--- src/rtl/vga_pattern_source.sv ---
// rtl/vga_pattern_source.sv - raster-order RGB test pattern writer feeding the VGA pixel FIFO
module vga_pattern_source #(
    parameter int H_ACTIVE   = 640,
    parameter int V_ACTIVE   = 480,
    parameter int CHECK_LOG2 = 5,
    parameter int BAR_W      = 80
) (
    input  logic        clk,
    input  logic        rst,
    input  logic        enable,
    input  logic [1:0]  mode,
    input  logic [23:0] solid_color,
    input  logic        fifo_full,
    output logic        fifo_wreq,
    output logic [23:0] fifo_wdata,
    output logic        frame_done,
    output logic        busy
);
    localparam int XW = $clog2(H_ACTIVE);
    localparam int YW = $clog2(V_ACTIVE);
    localparam int CW = $clog2(BAR_W);

    typedef enum logic {IDLE, RUN} state_t;

    state_t        state_q, state_d;
    logic [XW-1:0] x_q, x_d;
    logic [YW-1:0] y_q, y_d;
    logic [CW-1:0] bar_cnt_q, bar_cnt_d;
    logic [2:0]    bar_idx_q, bar_idx_d;
    logic [1:0]    mode_q, mode_d;
    logic [23:0]   color_q, color_d;
    logic          frame_done_q, frame_done_d;

    logic x_last, y_last, bar_last;
    logic [7:0] x_lo, y_lo;

    assign x_last   = (x_q == XW'(H_ACTIVE - 1));
    assign y_last   = (y_q == YW'(V_ACTIVE - 1));
    assign bar_last = (bar_cnt_q == CW'(BAR_W - 1));

    assign busy       = (state_q == RUN);
    assign fifo_wreq  = (state_q == RUN) && !fifo_full;
    assign frame_done = frame_done_q;

    always_comb begin
        state_d      = state_q;
        x_d          = x_q;
        y_d          = y_q;
        bar_cnt_d    = bar_cnt_q;
        bar_idx_d    = bar_idx_q;
        mode_d       = mode_q;
        color_d      = color_q;
        frame_done_d = 1'b0;
        case (state_q)
            IDLE: begin
                if (enable) begin
                    state_d   = RUN;
                    mode_d    = mode;
                    color_d   = solid_color;
                    x_d       = '0;
                    y_d       = '0;
                    bar_cnt_d = '0;
                    bar_idx_d = '0;
                end
            end
            RUN: begin
                if (fifo_wreq) begin
                    if (x_last) begin
                        x_d       = '0;
                        bar_cnt_d = '0;
                        bar_idx_d = '0;
                        if (y_last) begin
                            y_d          = '0;
                            frame_done_d = 1'b1;
                            // Pattern settings only change on a frame boundary.
                            if (enable) begin
                                mode_d  = mode;
                                color_d = solid_color;
                            end else begin
                                state_d = IDLE;
                            end
                        end else begin
                            y_d = y_q + 1'b1;
                        end
                    end else begin
                        x_d = x_q + 1'b1;
                        if (bar_last) begin
                            bar_cnt_d = '0;
                            bar_idx_d = bar_idx_q + 3'd1;
                        end else begin
                            bar_cnt_d = bar_cnt_q + 1'b1;
                        end
                    end
                end
            end
            default: state_d = IDLE;
        endcase
    end

    always_ff @(posedge clk or posedge rst) begin
        if (rst) begin
            state_q      <= IDLE;
            x_q          <= '0;
            y_q          <= '0;
            bar_cnt_q    <= '0;
            bar_idx_q    <= '0;
            mode_q       <= '0;
            color_q      <= '0;
            frame_done_q <= 1'b0;
        end else begin
            state_q      <= state_d;
            x_q          <= x_d;
            y_q          <= y_d;
            bar_cnt_q    <= bar_cnt_d;
            bar_idx_q    <= bar_idx_d;
            mode_q       <= mode_d;
            color_q      <= color_d;
            frame_done_q <= frame_done_d;
        end
    end

    assign x_lo = 8'(x_q);
    assign y_lo = 8'(y_q);

    always_comb begin
        fifo_wdata = 24'h000000;
        if (state_q == RUN) begin
            case (mode_q)
                2'd0: fifo_wdata = color_q;
                2'd1: begin
                    case (bar_idx_q)
                        3'd0:    fifo_wdata = 24'hFFFFFF;
                        3'd1:    fifo_wdata = 24'hFFFF00;
                        3'd2:    fifo_wdata = 24'h00FFFF;
                        3'd3:    fifo_wdata = 24'h00FF00;
                        3'd4:    fifo_wdata = 24'hFF00FF;
                        3'd5:    fifo_wdata = 24'hFF0000;
                        3'd6:    fifo_wdata = 24'h0000FF;
                        default: fifo_wdata = 24'h000000;
                    endcase
                end
                2'd2: fifo_wdata = (x_q[CHECK_LOG2] ^ y_q[CHECK_LOG2]) ? 24'hFFFFFF : 24'h000000;
                default: fifo_wdata = {x_lo, y_lo, x_lo ^ y_lo};
            endcase
        end
    end
endmodule

--- config.mk ---
export PLATFORM = sky130hd
export DESIGN_NAME = vga_pattern_source
export DESIGN_NICKNAME = d
export VERILOG_FILES = /design/src/rtl/vga_pattern_source.sv
export SDC_FILE = /design/constraint.sdc
export NUM_CORES = 1
export LEC_CHECK = 0
export CORE_ASPECT_RATIO = 1.75
export CORE_MARGIN = 10
export CORE_UTILIZATION = 59
export DETAILED_ROUTE_END_ITERATION = 10
export PLACE_DENSITY = 0.86
export SYNTH_ARGS = -nofsm -noshare
export SYNTH_HDL_FRONTEND = slang
export SYNTH_SLANG_ARGS = --single-unit
--- constraint.sdc ---
create_clock -name clk -period 6.9 [get_ports clk]
set_input_delay 2.07 -clock clk [delete_from_list [all_inputs] [get_ports clk]]
set_output_delay 2.07 -clock clk [all_outputs]
set_load 0.005 [all_outputs]
==> impl_metrics.ini, run 1 <==
[die]
die_area_mm2 = 0.0101
die_h_um = 126
std_cell_rows = 38
die_w_um = 80.5
ports = 57
initial_utilization_pct = 60.7
placeableCoreArea_mm2 = 0.00623

[grt]
grt_overflow_total = 0
first_global_vias = 3302
grt_use_total_pct = 19.8
grt_max_degree = 58
antenna_violations_before_repair = 0
global_route_wire_length_before_repair_um = 16100

[power_and_ir_drop]
power.sequential.fraction_pct = 38.9
p_comb_share_pct = 39.1
p_int_mw = 0.809
net_load_switching_power_mw = 0.418
power.static_leakage_nw = 1.86
irDropWorstVdd_uv = 203
power_density_mw_per_mm2 = 277
power.clock.fraction_pct = 22.0
power_switching_share_pct = 34.1

[synth]
synthesized_cell_area_mm2 = 0.00378
postSynthAreaPerCell_um2 = 8.67
count_of_unique_library_cells_instantiated_by_yosys = 53
synth_edf_count = 0
synth.ff_latch_count = 57
postSynthCellCount = 436
synthesis.nets = 474
async_flop_share_pct = 100
synthFlopType = dfrtp_1
seq_area_frac_synth_pct = 37.7
yosysWarningCount = 0

[setup_path]
worst_setup_path_end_kind = output port
worst-endpoint-required_ns = 4.83
worstPathArrival_ns = 3.70
critPathMaxFanout = 13
critical_path_class = input pin to output port
worstSetupStartpointType = input pin

[clock_tree]
cts_num_sinks = 57
clk_latency_ns = 0.35
root_buffer = clkbuf_8
ctsHoldBuffers = 0
htreeDepth = 3
cts_repair_resize_count = 0
tritoncts = done
cts-root-to-sink-buffers = 2
clkSlewWorstSetupHoldPaths_ns = 0.06
cts_setup_buffers = 0
cts_made_buffers = 9

[sta]
endpoints_failing_setup = 0
final_hold_vios = 0
fin_worst_skew_ns = 0.00639
post-route-period-util_pct = 83.6
hold_slack_ns = 0.525
totalNegativeSetupSlack_ns = 0
rsz0062_at_grt = false
timing.final.crit_period_ns = 5.77
maximum_clock_frequency_ghz = 0.173
slew_viol_final = 0
slew_headroom_pct = 19.8
worst-slew-pin-transition_ns = 1.20

[drt]
final_wl_um = 9360
detail_route.wl_per_cell_um = 16.9
route.detailed.drc = 0
drtPass1Iterations = 4
route.detailed.vias_per_inst = 5.94
final_ant_viol_nets = 0
drt_iter0_markers = 356
via_count = 3289

[layout]
syn_to_final_growth_pct = 17.4
register_area_mm2 = 0.00143
most_common_cell_after_layout_fill_and_taps_aside = nand2_1
multi_input_combinational_cell_area_mm2 = 0.00209
n_antenna_cell = 0
final_cell_area_mm2 = 0.00444
layout-drive-gt1-share_pct = 10.3
nFillCells = 482
num-nets-final = 509
most-common-layout-cells = nand2_1 (66), dfrtp_1 (57), clkdlybuf4s50_1 (56)

[placement]
finalWeightedCongestion = 0.858
placed_area_mm2 = 0.00427
estimated_wirelength_of_the_detail_placed_design_um = 6600
port_buffers = 56

[hold_path]
class_of_the_tightest_hold_or_removal_check = flop to flop

[job]
drv.max_cap_violation_count = 0

[status]
status = complete, no violations
## power by group through the flow
stage | sequential, mW | combinational [mW] | clock [mW]
after floorplan | 0.450 | 0.309 | 0
after global placement | 0.478 | 0.472 | 0
after detailed placement | 0.481 | 0.481 | 0
after CTS | 0.476 | 0.486 | 0.275
after global routing | 0.489 | 0.539 | 0.287
final | 0.477 | 0.480 | 0.271
## sequential cells by signal, summed over array words and instances (netlist names)
| name | flops |
|---|---|
| color_q | 24 |
| x_q | 10 |
| y_q | 9 |
| bar_cnt_q | 7 |
| bar_idx_q | 3 |
| mode_q | 2 |
| busy | 1 |
| frame_done | 1 |
## metal layers
layer  GRT usage (%)  vias up  share of wire [%]
met2            32.9       94                 53
met1            23.0     1589                 40
met3            5.91       13                5.7
met5               0        -                  0
met4            7.40        0                1.8
li1                -     1593                  -
## synthesized netlist by cell type (2+ instances only)
| master | count | area, um^2 |
|---|---|---|
| nand2_1 | 66 | 248 |
| dfrtp_1 | 57 | 1430 |
| a21oi_1 | 43 | 215 |
| nand2b_1 | 27 | 169 |
| nor2_1 | 20 | 75.1 |
| o22ai_2 | 20 | 250 |
| clkbuf_1 | 19 | 71.3 |
| o21a_1 | 17 | 128 |
| xnor2_1 | 17 | 149 |
| inv_1 | 16 | 60.1 |
| nand3_1 | 16 | 80.1 |
| o21ai_0 | 14 | 70.1 |
| or3_1 | 11 | 68.8 |
| o22ai_1 | 10 | 62.6 |
| buf_2 | 9 | 45.0 |
| ha_1 | 8 | 100 |
| buf_6 | 6 | 67.6 |
| o31ai_1 | 6 | 45.0 |
| a22oi_1 | 4 | 30.0 |
| or4_1 | 4 | 30.0 |
| and3_1 | 3 | 18.8 |
| nand3b_1 | 3 | 22.5 |
| o2111ai_1 | 3 | 26.3 |
| a211oi_1 | 2 | 15.0 |
| and2_1 | 2 | 12.5 |
| buf_4 | 2 | 15.0 |
| nand4_1 | 2 | 12.5 |
| o31a_1 | 2 | 17.5 |
| o41ai_1 | 2 | 17.5 |
| or2_2 | 2 | 12.5 |
## cells by family (layout without fill, tap and decap cells)
group	count (synthesis)	in the layout	share of synthesized area, %
buffers and inverters	54	92	7.05
AND/OR/NAND/NOR	168	168	23.1
AO/OA/AOI/OAI	130	130	25.0
adder cells (fa/ha/maj)	8	8	2.65
multiplexers	1	1	0.265
XOR/XNOR	18	18	4.17
flip-flops	57	57	37.7
## worst paths after layout
path / end / cells after the start / slack [ns] / startpoint
hold / removal: bar_cnt_q[0]$_DFFE_PP0P_ / 1 / 0.52 / bar_cnt_q[0]$_DFFE_PP0P_
setup reg to reg: bar_idx_q[1]$_DFFE_PP0P_ / 4 / 4.20 / busy$_DFF_PP0_
max in group asynchronous: x_q[8]$_DFFE_PP0P_ / 3 / 4.17 / rst
setup / recovery: fifo_wreq / 4 / 1.13 / fifo_full
min in group asynchronous: color_q[14]$_DFFE_PP0P_ / 3 / 2.24 / rst
hold reg to reg: bar_cnt_q[0]$_DFFE_PP0P_ / 1 / 0.52 / bar_cnt_q[0]$_DFFE_PP0P_
## final cells by class
class,instances,area share [%]
repair buffers,61,13.5
multi-input cells,325,47.0
clock buffers,14,3.67
inverters,17,1.44
flip-flops and latches,57,32.1
well taps,80,2.26
## through the flow
step                setup slack (ns)  power, mW  cells  utilization [%]
finish                          1.13       1.23    554             71.2
global route                    1.00       1.31    554             71.2
CTS                             1.13       1.24    554             71.2
detailed placement              1.13      0.962    540             68.6
global placement                1.18      0.950    540             68.6
floorplan                       2.15      0.759    436                -
## worst max-delay path, cell delays in order
cell and delay [ns]:
clkdlybuf4s50_1 0.48, nand2b_1 0.31, inv_2 0.28, clkdlybuf4s50_1 0.55
No activity file was read; power rests on OpenSTA's default activity.
==> run 2, diff against run 1 <==
CORE_UTILIZATION = 55   (was 59)
PLACE_DENSITY = 0.81   (was 0.86)
clock period = 5.77 ns   (was 6.9 ns; I/O delays follow)
==> impl_metrics.ini, run 2 (synthesis results as in run 1) <==
[status]
status = complete, no violations

[layout]
most_common_cell_after_layout_fill_and_taps_aside = nand2_1
syn_to_final_growth_pct = 22.3
number_of_flip_flops_in_the_largest_register = 24
layout-drive-gt1-share_pct = 11.7
most-common-layout-cells = nand2_1 (66), dfrtp_1 (57), clkdlybuf4s50_1 (56)
num-nets-final = 511
largest_registers = color_q: 24 flops, x_q: 10 flops, y_q: 9 flops
top_register = color_q
n_antenna_cell = 0

[sta]
endpoints_failing_setup = 0
worst-slew-pin-transition_ns = 1.30
totalNegativeSetupSlack_ns = 0
timing.final.crit_period_ns = 5.08
fin_worst_skew_ns = 0.00560
rsz0062_at_grt = false
maximum_clock_frequency_ghz = 0.197
slew_headroom_pct = 13.6
slew_viol_final = 0
final_hold_vios = 0
post-route-period-util_pct = 88.0

[setup_path]
critical_path_class = input pin to output port
r2r-start = x_q[0]$_DFFE_PP0P_
worst_setup_path_end_kind = output port
r2r_slack_ns = 3.04
critical_path.reg2reg.endpoint = color_q[19]$_DFFE_PP0P_
setup.worst_path.start = fifo_full
critPathMaxFanout = 13
worstSetupStartpointType = input pin
worst-endpoint-required_ns = 4.04
reg2reg_depth = 6
worstPathArrival_ns = 3.35

[clock_tree]
clk_latency_ns = 0.33
cts_setup_buffers = 0
htreeDepth = 3
clkSlewWorstSetupHoldPaths_ns = 0.05
tritoncts = done
ctsHoldBuffers = 0
cts_num_sinks = 57
cts-root-to-sink-buffers = 2
cts_made_buffers = 9
root_buffer = clkbuf_16
cts_repair_resize_count = 0

[hold_path]
class_of_the_tightest_hold_or_removal_check = flop to flop
min_delay_path_depth = 1
whs_endpoint = bar_cnt_q[1]$_DFFE_PP0P_
worst_min_delay_path_startpoint = bar_cnt_q[1]$_DFFE_PP0P_

[grt]
use_met3_pct = 5.40
busiest_layer = met2
globalRouteMet2Util_pct = 32.1
grtUsageMet1_pct = 21.6
grt_max_degree = 58
global_route_wire_length_before_repair_um = 16300
grt_overflow_total = 0
antenna_violations_before_repair = 0
first_global_vias = 3365
grt_use_total_pct = 19.3

[power_and_ir_drop]
irDropWorstVdd_uv = 258
power.static_leakage_nw = 1.94
power_density_mw_per_mm2 = 376
totalPowerFinal_mw = 1.74

[die]
die_w_um = 82.7
die_area_mm2 = 0.0107
die_h_um = 130
ports = 57
initial_utilization_pct = 57.4
std_cell_rows = 39
placeableCoreArea_mm2 = 0.00659

[placement]
estimated_wirelength_of_the_detail_placed_design_um = 6740
port_buffers = 56
finalWeightedCongestion = 0.849

[drt]
detail_route.wl_per_cell_um = 17.5
route.detailed.drc = 0
final_ant_viol_nets = 0
drtPass1Iterations = 4
via_count = 3295
route.detailed.vias_per_inst = 5.88
final_wl_um = 9810
drt_iter0_markers = 369

[job]
drv.max_cap_violation_count = 0
-- run 2: critical path, cell delays in order --
cell             delay (ns)
clkdlybuf4s50_1        0.47
nand2b_1               0.30
inv_2                  0.29
clkdlybuf4s50_1        0.55
-- run 2: stage by stage --
stage / instance area, um^2 / instances / utilization [%] / hold slack, ns / setup slack [ns]
floorplan: 3780 / 436 / - / 0.484 / 1.70
global placement: 4290 / 544 / 65.1 / 0.508 / 0.730
detailed placement: 4290 / 544 / 65.1 / 0.509 / 0.690
CTS: 4620 / 560 / 70.2 / 0.536 / 0.682
global route: 4620 / 560 / 70.2 / 0.558 / 0.594
finish: 4620 / 560 / 70.2 / 0.531 / 0.690
-- run 2: how the worst max path moves through the flow --
stage | to | slack (ns) | cells past startpoint
finish | fifo_wreq | 0.69 | 4
global route | fifo_wreq | 0.59 | 4
CTS | fifo_wreq | 0.68 | 4
detailed placement | fifo_wreq | 0.69 | 4
global placement | fifo_wreq | 0.73 | 4
floorplan | fifo_wreq | 1.70 | 4
-- run 2: report_power, final --
| part | switching [mW] | internal, mW | total [mW] |
|---|---|---|---|
| Sequential | 0.0937 | 0.477 | 0.571 |
| Combinational | 0.266 | 0.317 | 0.583 |
| Clock | 0.186 | 0.399 | 0.585 |
| Total | 0.546 | 1.19 | 1.74 |
-- run 2: routing by layer --
| metal | wire [um] | part of all wire (%) |
|---|---|---|
| met4 | 278 | 2.8 |
| met1 | 3890 | 40 |
| met5 | 0 | 0 |
| met2 | 5150 | 52 |
| met3 | 494 | 5.0 |
-- run 2: cell type report --
type | instances | area [um^2]
inverter | 17 | 63.8
tap | 82 | 103
timing repair buffer | 63 | 613
clock buffer | 11 | 253
multi-input combinational | 325 | 2090
clock inverter | 5 | 77.6
sequential | 57 | 1430
fill | 545 | 1970
